### src/rtl/pio_in_edge_irq.sv
// -----------------------------------------------------------------------------
// pio_in_edge_irq
//
// Input-only parallel I/O slave for the Avalon-MM system bus. External inputs
// are brought into the clk domain through a flop synchroniser. Each bit can
// latch an edge (rising, falling or either) into an edge-capture register.
// An interrupt mask gates the captured edges onto a level interrupt.
//
// Register map (32-bit words, unused upper bits read as 0):
//   0  data         synchronised in_port, read-only
//   1  direction    always reads 0, writes ignored (input-only block)
//   2  irqmask      read/write
//   3  edgecapture  read / write-to-clear
//
// Ports:
//   clk         system clock, all logic on the rising edge
//   reset_n     asynchronous active-low reset, clears every flop
//   address     register select
//   chipselect  slave select
//   write_n     active-low write strobe
//   writedata   write data, only [DATA_WIDTH-1:0] is used
//   in_port     asynchronous external inputs
//   readdata    registered read data (1-cycle read latency)
//   irq         level interrupt, active high
//
// Bus semantics: a write is accepted in the cycle where chipselect=1 and
// write_n=0 and takes effect at the next rising edge; there is no wait state
// and no backpressure. Read data is registered every clock from the address
// presented at that edge, independent of chipselect, so a read issued at edge
// k returns its data right after edge k.
// -----------------------------------------------------------------------------
module pio_in_edge_irq #(
    parameter int DATA_WIDTH   = 8,  // 1..32
    parameter int EDGE_TYPE    = 0,  // 0 rising, 1 falling, 2 any
    parameter int SYNC_STAGES  = 2,  // 2..3
    parameter int BIT_CLEARING = 1   // 1 clear written-1 bits, 0 clear all
) (
    input  logic                  clk,
    input  logic                  reset_n,
    input  logic [1:0]            address,
    input  logic                  chipselect,
    input  logic                  write_n,
    input  logic [31:0]           writedata,
    input  logic [DATA_WIDTH-1:0] in_port,
    output logic [31:0]           readdata,
    output logic                  irq
);

    localparam logic [1:0] ADDR_DATA     = 2'd0;
    localparam logic [1:0] ADDR_DIR      = 2'd1;
    localparam logic [1:0] ADDR_IRQMASK  = 2'd2;
    localparam logic [1:0] ADDR_EDGECAP  = 2'd3;

    // Elaboration-time parameter sanity.
    if (DATA_WIDTH < 1 || DATA_WIDTH > 32) begin : g_bad_width
        $error("pio_in_edge_irq: DATA_WIDTH must be in 1..32");
    end
    if (SYNC_STAGES < 2 || SYNC_STAGES > 3) begin : g_bad_sync
        $error("pio_in_edge_irq: SYNC_STAGES must be in 2..3");
    end
    if (EDGE_TYPE < 0 || EDGE_TYPE > 2) begin : g_bad_edge
        $error("pio_in_edge_irq: EDGE_TYPE must be 0, 1 or 2");
    end

    // ------------------------------------------------------------------
    // Declarations
    // ------------------------------------------------------------------
    logic [DATA_WIDTH-1:0] sync_chain_q [SYNC_STAGES];
    logic [DATA_WIDTH-1:0] sync_val;
    logic [DATA_WIDTH-1:0] prev_q;
    logic [DATA_WIDTH-1:0] edge_event;
    logic [DATA_WIDTH-1:0] edge_clr;
    logic [DATA_WIDTH-1:0] edgecap_q, edgecap_d;
    logic [DATA_WIDTH-1:0] irqmask_q, irqmask_d;
    logic [31:0]           readdata_q, readdata_d;
    logic                  wr;
    logic                  wr_irqmask;
    logic                  wr_edgecap;

    // Upper writedata bits are architecturally ignored.
    logic unused_writedata;
    assign unused_writedata = ^writedata;

    // ------------------------------------------------------------------
    // Bus decode
    // ------------------------------------------------------------------
    assign wr         = chipselect & ~write_n;
    assign wr_irqmask = wr && (address == ADDR_IRQMASK);
    assign wr_edgecap = wr && (address == ADDR_EDGECAP);

    // ------------------------------------------------------------------
    // Synchroniser: stage 0 samples the raw pins, the last stage is the
    // first value considered safe to use inside the clk domain.
    // ------------------------------------------------------------------
    always_ff @(posedge clk or negedge reset_n) begin
        if (!reset_n) begin
            for (int s = 0; s < SYNC_STAGES; s++) begin
                sync_chain_q[s] <= '0;
            end
        end else begin
            sync_chain_q[0] <= in_port;
            for (int s = 1; s < SYNC_STAGES; s++) begin
                sync_chain_q[s] <= sync_chain_q[s-1];
            end
        end
    end

    assign sync_val = sync_chain_q[SYNC_STAGES-1];

    // ------------------------------------------------------------------
    // Edge detection against the previous synchronised value
    // ------------------------------------------------------------------
    if (EDGE_TYPE == 0) begin : g_edge_rise
        assign edge_event = sync_val & ~prev_q;
    end else if (EDGE_TYPE == 1) begin : g_edge_fall
        assign edge_event = ~sync_val & prev_q;
    end else begin : g_edge_any
        assign edge_event = sync_val ^ prev_q;
    end

    // ------------------------------------------------------------------
    // Next-state logic
    // ------------------------------------------------------------------
    always_comb begin
        edge_clr = '0;
        if (wr_edgecap) begin
            if (BIT_CLEARING != 0) begin
                edge_clr = writedata[DATA_WIDTH-1:0];
            end else begin
                edge_clr = '1;
            end
        end
    end

    // The event is OR-ed in after the clear so a new edge arriving in the
    // same cycle as a clear-write is never lost.
    assign edgecap_d = (edgecap_q & ~edge_clr) | edge_event;

    assign irqmask_d = wr_irqmask ? writedata[DATA_WIDTH-1:0] : irqmask_q;

    // Read mux samples the registers before this edge's update, giving the
    // documented one-cycle read latency.
    always_comb begin
        readdata_d = '0;
        unique case (address)
            ADDR_DATA:    readdata_d[DATA_WIDTH-1:0] = sync_val;
            ADDR_DIR:     readdata_d = '0;
            ADDR_IRQMASK: readdata_d[DATA_WIDTH-1:0] = irqmask_q;
            ADDR_EDGECAP: readdata_d[DATA_WIDTH-1:0] = edgecap_q;
            default:      readdata_d = '0;
        endcase
    end

    // ------------------------------------------------------------------
    // State registers
    // ------------------------------------------------------------------
    always_ff @(posedge clk or negedge reset_n) begin
        if (!reset_n) begin
            prev_q     <= '0;
            edgecap_q  <= '0;
            irqmask_q  <= '0;
            readdata_q <= '0;
        end else begin
            prev_q     <= sync_val;
            edgecap_q  <= edgecap_d;
            irqmask_q  <= irqmask_d;
            readdata_q <= readdata_d;
        end
    end

    // ------------------------------------------------------------------
    // Outputs: irq is decoded from flops only, so it cannot glitch on
    // in_port or bus activity.
    // ------------------------------------------------------------------
    assign readdata = readdata_q;
    assign irq      = |(edgecap_q & irqmask_q);

endmodule

### config.mk
export PLATFORM = sky130hd
export DESIGN_NAME = pio_in_edge_irq
export DESIGN_NICKNAME = d
export VERILOG_FILES = /design/src/rtl/pio_in_edge_irq.sv
export SDC_FILE = /design/constraint.sdc
export NUM_CORES = 1
export LEC_CHECK = 0
export ABC_AREA = 1
export CORE_UTILIZATION = 46
export DETAILED_ROUTE_END_ITERATION = 12
export HOLD_SLACK_MARGIN = 0.08
export PLACE_DENSITY = 0.93
export RECOVER_POWER = 25
export SLEW_MARGIN = 15
export SYNTH_ARGS = -nofsm -noshare
export SYNTH_HDL_FRONTEND = slang
export SYNTH_SLANG_ARGS = --single-unit
### constraint.sdc
create_clock -name clk -period 1.7 [get_ports clk]
set_clock_uncertainty 0.05 [all_clocks]
set_input_delay 0.34 -clock clk [delete_from_list [all_inputs] [get_ports clk]]
set_output_delay 0.34 -clock clk [all_outputs]
set_load 0.02 [all_outputs]
## Word level (Yosys, flattened, before mapping)

Index checks and enable logic that the tools add are counted.

- Register bits: 48
- Input port bits: 46

- Eq/ne operators: 3
- Mux-type cells: 2
- Bitwise operators: 8
- Reductions and logical operators: 4

Operators by type and width:

| operator | number |
|---|---|
| $pmux W8 S4 | 1 |
| $and A8 B8 Y8 | 3 |
| $not A8 Y8 | 2 |
| $mux W8 | 1 |
| $or A8 B8 Y8 | 1 |
| $reduce_or A8 Y1 | 1 |
| $eq A2 B2 Y1 const B | 2 |
| $eq A2 B1 Y1 const B | 1 |
| $logic_and A1 B1 Y1 | 2 |
| $logic_not A2 Y1 | 1 |
| $and A1 B1 Y1 | 1 |
| $not A1 Y1 | 1 |

## Longest topological paths before layout

Gate-level depths: netlist (run 1).

- Depth in word-level cells: 7
- Gate-level depth with buffers: 6
- Depth with buffers taken out: 5

## Worst setup path after synthesis (run 1)

Ideal clock, no wire load.

- Kind: register -> output
- Start point: reg irqmask_q[3]
- End point: out irq
- Arrival time: 697 ps
- Required time: 1310 ps
- Setup slack: 613 ps
- Cell stages (with the launch flop): 5
- Path buffers: 0
- Path through: dfrtp_1 nand2_1 nand2_1 nor2_1 nand2_1

- Cells in the longest elaborated chain, start to end: 2

Ends and longest elaborated chain:

| item | RTL line | text |
|---|---|---|
| start, declared | 74 | `logic [DATA_WIDTH-1:0] irqmask_q, irqmask_d;` |
| start signal, assigned | 166 | `irqmask_q <= irqmask_d;` |
| $and A8 B8 Y8 | 176 | `assign irq = \|(edgecap_q & irqmask_q);` |
| $reduce_or A8 Y1 | 176 |  |
| end, declared | 46 | `output logic irq` |

No other way between the ends.

## Final worst setup path (run 1)

- Start point: reg readdata_q[0] (netlist: readdata[0])
- End point: out readdata[0]

RTL lines:

| item | RTL line | text |
|---|---|---|
| start, declared | 75 | `logic [31:0] readdata_q, readdata_d;` |
| start signal, assigned | 167 | `readdata_q <= readdata_d;` |
| end, declared | 45 | `output logic [31:0] readdata,` |

No word-level cell between the ends.

==> metrics.txt, run 1 <==
status=finished, final reports clean; Synth top area share=62.5%; register area=1200 um^2; logic gate share of total power=16.5%; root buffer cell=clkbuf_8; GRT Total Usage=17.5%; pwr dens=1010 nW/um^2; Via-to-Cell Ratio=4.59; syn_area_per_cell=9.85 um^2; fin area=2340 um^2; Slew Limit Fails=0; max-cap violation count=0; Synth Cell Area=1920 um^2; Total Routed Length=3300 um; global-route congestion overflow total=0; critical path's slowest cell=clkdlybuf4s50_1; Post-DRT Antenna Nets=0; die height=66.6 um; Inst Count DP=278; fin crit period=1630 ps; Net Sw Frac=27.1%; core area=4000 um^2; Flop pwr share=54.5%; Psw=0.641 mW; largest net degree at the start of global routing=23; CTS buffer count=5; Final setup viols=0; layout cells sized above 1=10.8%; RSZ-0062 raised after global routing=false; fin cells=291; commonest non-fill, non-tap cells in the layout=78 x nand2_1, 48 x dfrtp_1, 24 x conb_1, 23 x nand3_1, 20 x clkdlybuf4s50_1; Worst Tran Pin Value=678 ps; antenna fix cells=0; HPWL Detailed=2230 um; Reg2Reg Setup Slack=880 ps; Fin Setup TNS=0 ps; Final Cycle Share=96.0%; clk slew on worst S/H paths=90 ps; library cells used by synthesis=13; I/O Buffers=30; Worst VDD drop=393 uV; Final nets=286; CP Capture Type=primary output; Critical Path Start Type=flip-flop; Die Wd=66.6 um; CTS Buffer Depth=2; fillers=351; worst stage delay on the critical path=600 ps; vias in the first global route=1330; Worst setup startpoint=readdata[0]; crit-path leading delay family=buffers and inverters; Worst Setup Path Type=flip-flop to primary output; synth warn=0; residual DRC count=0; first-pass GRT wire length=5540 um; Final Hold Violating Endpoints=0; TritonCTS clock tree=built; Iter 0 DRT Violations=111; CP Data Arrival Time=1240 ps; setup slack after placement=14.6 ps; Synth area leaders=dfrtp_1 63%, nand2_1 15%, buf_4 9.4%; WP buf/inv=1; leakage power=1.19 nW; Worst-Skew Late Latency=310 ps; vias=1336; clock sinks=48; share of the yosys chip area belonging to registers=62.5%; Slew headroom=54.7%; area of the multi-input gates=548 um^2; r2r endpoint=readdata[1]; CP Max Fanout=1; I/O Pins=79; area growth from synthesis to layout=21.9%; r2r worst-path depth=3; Cells after Synth=195; worst-path cell chain=clkdlybuf4s50_1; Seq cells post-synth=48; critical path depth=1; RePlAce Congestion=0.773; Worst Hold Launch=sync_chain_q[8]; CP Data Required Time=1310 ps; Post-DP Area=2210 um^2; highest clock rate=0.613 GHz; H-tree level count=2; most common cell after layout, fill and taps aside=nand2_1; Initial Utilization=48.0%; DR pass1 iterations=4; worst hold path type=flip-flop to flip-flop; Worst setup endpoint=readdata[0]; full die area=4440 um^2; area leader, netlist=dfrtp_1; worst r2r src=irqmask_q[1]; initial antenna violation count=0; Clock power frac=29.0%; Pint=1.73 mW; post-DR wirelength/cell=11.4 um; Cell Rows=23; Final WS setup=67.5 ps
-- metal layers --
layer | vias up | GRT usage, % | share of wire [%] | wire [um]
met4 | 0 | 9.31 | 1.7 | 57
met3 | 6 | 6.34 | 7.0 | 231
li1 | 636 | - | - | -
met5 | - | 0 | 0 | 0
met2 | 53 | 29.0 | 51 | 1680
met1 | 641 | 19.5 | 40 | 1340
-- cells by family (layout without fill, tap and decap cells) --
logic type             count (synthesis)  in the layout  synth area share [%]
buffers and inverters                 38             61                  13.4
DFF                                   48             48                  62.5
other                                  1             24                 0.195
and+or+nand+nor                      108            108                  23.8
-- registers in the layout, indices dropped and copies added (netlist names) --
signal and cells:
edgecap_q 8, sync_chain_q 8, readdata 8, sync_val 8
prev_q 8, irqmask_q 8
-- synthesized netlist by cell type, drive strengths merged --
library cell  number
clkbuf             1
conb               1
dfrtp             48
inv               11
nand3             24
nand2             79
buf               26
nor2               5
-- final cells by class --
class | count | area share (%)
Sequential cell | 48 | 51.3
Multi-Input combinational cell | 132 | 23.4
Timing Repair Buffer | 42 | 16.9
Clock buffer | 6 | 3.53
Tap cell | 50 | 2.67
Inverter | 11 | 1.76
Clock inverter | 2 | 0.428
-- worst min path at each step --
stage / to / slack (ps) / cells past startpoint
2_1_floorplan: edgecap_q[0] / -6 / 0
3_3_place_gp: readdata[2] / 280 / 1
3_5_place_dp: sync_val[0] / 290 / 0
4_1_cts: sync_val[0] / 300 / 0
5_1_grt: sync_val[4] / 310 / 0
6_report: sync_val[0] / 300 / 0
-- power by group through the flow --
stage / Combinational, mW / Sequential [mW] / Clock (mW)
4_1_cts: 0.370 / 1.29 / 0.700
6_report: 0.391 / 1.29 / 0.686
5_1_grt: 0.437 / 1.30 / 0.756
3_5_place_dp: 0.366 / 1.31 / 0
2_1_floorplan: 0.220 / 1.33 / 0
3_3_place_gp: 0.355 / 1.31 / 0
-- repair_timing --
action                                  in CTS  in global routing
pin swaps                                    0                  0
hold buffers                                 1                  0
buffers inserted                             0                  4
resized for setup                            3                  1
endpoints found under the setup margin       1                  1
endpoints found under the hold margin       20                  0
-- through the flow --
stage | power (mW) | utilization (%) | hold WS, ps
after global routing | 2.49 | 58.5 | 308
after detailed placement | 1.68 | 55.3 | 286
after floorplan | 1.55 | - | -5.59
after CTS | 2.36 | 57.9 | 304
final | 2.37 | 58.5 | 298
after global placement | 1.66 | 55.3 | 282
(Power assumes the default switching activity.)
==> inputs of run 2 (changes only) <==
Settings changed: CORE_UTILIZATION 46 to 55, DONT_BUFFER_PORTS set to 1, PLACE_DENSITY 0.93 to 0.78.
==> metrics.txt, run 2 (synthesis results as in run 1) <==
Critical Path Start Type=flip-flop; Total Routed Length=2890 um (-13%); Crit path top cell by count=nand2_1; CP Data Arrival Time=1170 ps (-70 ps); CP Capture Type=primary output; Final Cycle Share=91.9% (-4.1 points); clk slew on worst S/H paths=130 ps (+40 ps); max-cap violation count=0 (unchanged); GRT Total Usage=17.4% (-0.091 points); core area=3340 um^2 (-17%); Via-to-Cell Ratio=4.56 (-0.75%); I/O Pins=79 (unchanged); initial antenna violation count=0 (unchanged); Psw=0.574 mW (-10%); Worst-Skew Late Latency=360 ps (+50 ps); global-route congestion overflow total=0 (unchanged); clock sinks=48 (unchanged); fin crit period=1560 ps (-70.2 ps); Worst VDD drop=584 uV (+48%); Initial Utilization=57.6% (+9.5 points); I/O Buffers=0 (-100%); r2r worst-path depth=2 (-1); area growth from synthesis to layout=8.53%; critical path's slowest cell=dfrtp_1; Cell Rows=21 (-8.7%); Final setup viols=0 (unchanged); Post-DP Area=1860 um^2 (-16%); critical path depth=4 (+3); die height=61.1 um (-8.3%); Fin Setup TNS=0 ps (unchanged); fin area=2080 um^2 (-11%); post-DR wirelength/cell=10.9 um (-3.8%); root buffer cell=clkbuf_4; pwr dens=983 nW/um^2 (-2.8%); worst hold path type=primary input to flip-flop; first-pass GRT wire length=4610 um (-17%); Worst Setup Path Type=flip-flop to primary output; Net Sw Frac=28.0% (+0.94 points); Iter 0 DRT Violations=68 (-39%); crit-path leading delay family=flip-flops; leakage power=1.07 nW (-10%); CTS Buffer Depth=2 (unchanged); post_cts resized=0 (-3); setup bufs post-CTS=0 (unchanged); status=finished, final reports clean; H-tree level count=2 (unchanged); layout cells sized above 1=6.42% (-4.4 points); Util after Layout=62.5% (+3.9 points); Slew Limit Fails=0 (unchanged); antenna fix cells=0 (unchanged); worst stage delay on the critical path=420 ps (-180 ps); logic gate share of total power=12.2% (-4.3 points); CTS buffer count=5 (unchanged); Final Hold Violating Endpoints=0 (unchanged); CP Max Fanout=3 (+2); CP Data Required Time=1310 ps (about the same); WP buf/inv=0 (-1); RePlAce Congestion=0.775 (+0.28%); Die Wd=61.1 um (-8.3%); Worst Tran Pin Value=1010 ps (+330 ps); most common cell after layout, fill and taps aside=nand2_1; full die area=3730 um^2 (-16%); largest net degree at the start of global routing=49 (+110%); Clock power frac=23.4% (-5.6 points); hold depth=3 (+3); TritonCTS clock tree=built; RSZ-0062 raised after global routing=false; Final nets=264 (-7.7%); commonest non-fill, non-tap cells in the layout=78 x nand2_1, 48 x dfrtp_1, 24 x conb_1, 23 x nand3_1, 17 x dlygate4sd3_1; Flop pwr share=64.3% (+9.8 points); HPWL Detailed=1830 um (-18%); Pint=1.48 mW (-15%); worst-path cell chain=nand2_1 -> nand2_1 -> nor2_1 -> nand2_1; residual DRC count=0 (unchanged); highest clock rate=0.640 GHz (+4.5%); Post-DRT Antenna Nets=0 (unchanged); DR pass1 iterations=4 (unchanged); vias in the first global route=1104 (-17%); vias=1203 (-10%); Slew headroom=32.8% (-22 points)
[run 2: worst paths after layout]
kind / start / endpoint / slack [ps]
min in group asynchronous: reset_n / irqmask_q[2] / 630
worst min register to register: sync_chain_q[11] / sync_val[3] / 300
worst max-delay path: irqmask_q[2] / irq / 140
worst max register to register: irqmask_q[4] / readdata[4] / 970
worst min-delay path: writedata[7] / edgecap_q[7] / 110
max in group asynchronous: reset_n / irqmask_q[0] / 330
[run 2: timing repair]
| item | in CTS | in global routing |
|---|---|---|
| hold buffers | 18 | 0 |
| hold endpoints to repair | 65 | 0 |
| endpoints found under the setup margin | 0 | 0 |
[run 2: power groups by stage]
stage | clock network [mW] | registers [mW] | logic (mW)
3_3_place_gp | 0 | 1.34 | 0.195
5_1_grt | 0.540 | 1.33 | 0.292
4_1_cts | 0.497 | 1.32 | 0.262
2_1_floorplan | 0 | 1.33 | 0.220
3_5_place_dp | 0 | 1.34 | 0.199
6_report | 0.481 | 1.32 | 0.251
[run 2: layer usage]
metal | up-vias | wire length (um) | track usage [%]
met1 | 570 | 1280 | 20.7
met2 | 34 | 1400 | 29.0
met5 | - | 0 | 0
met4 | 0 | 27 | 5.84
li1 | 595 | - | -
met3 | 4 | 178 | 6.93
[run 2: layout make-up]
cell class / instances / area, um^2
fill: 295 / 1250
sequential: 48 / 1200
multi-input combinational: 132 / 548
timing repair buffer: 20 / 190
tap: 46 / 57.6
clock buffer: 6 / 41.3
inverter: 11 / 41.3
clock inverter: 1 / 5.00
[run 2: per-stage QoR]
step | worst slack, ps | instances | hold WS (ps) | total power, mW
2_1_floorplan | 613 | 218 | -5.59 | 1.55
5_1_grt | 56.7 | 264 | 93.4 | 2.17
3_3_place_gp | 478 | 239 | -4.52 | 1.53
6_report | 138 | 264 | 105 | 2.05
3_5_place_dp | 450 | 239 | -4.51 | 1.54
4_1_cts | 118 | 264 | 99.9 | 2.08
[run 2: worst register-to-register path, delay by kind of cell, from the launching register on]
family	cells	cell delay [ps]
AND/OR/NAND/NOR	2	140
flip-flops	1	420
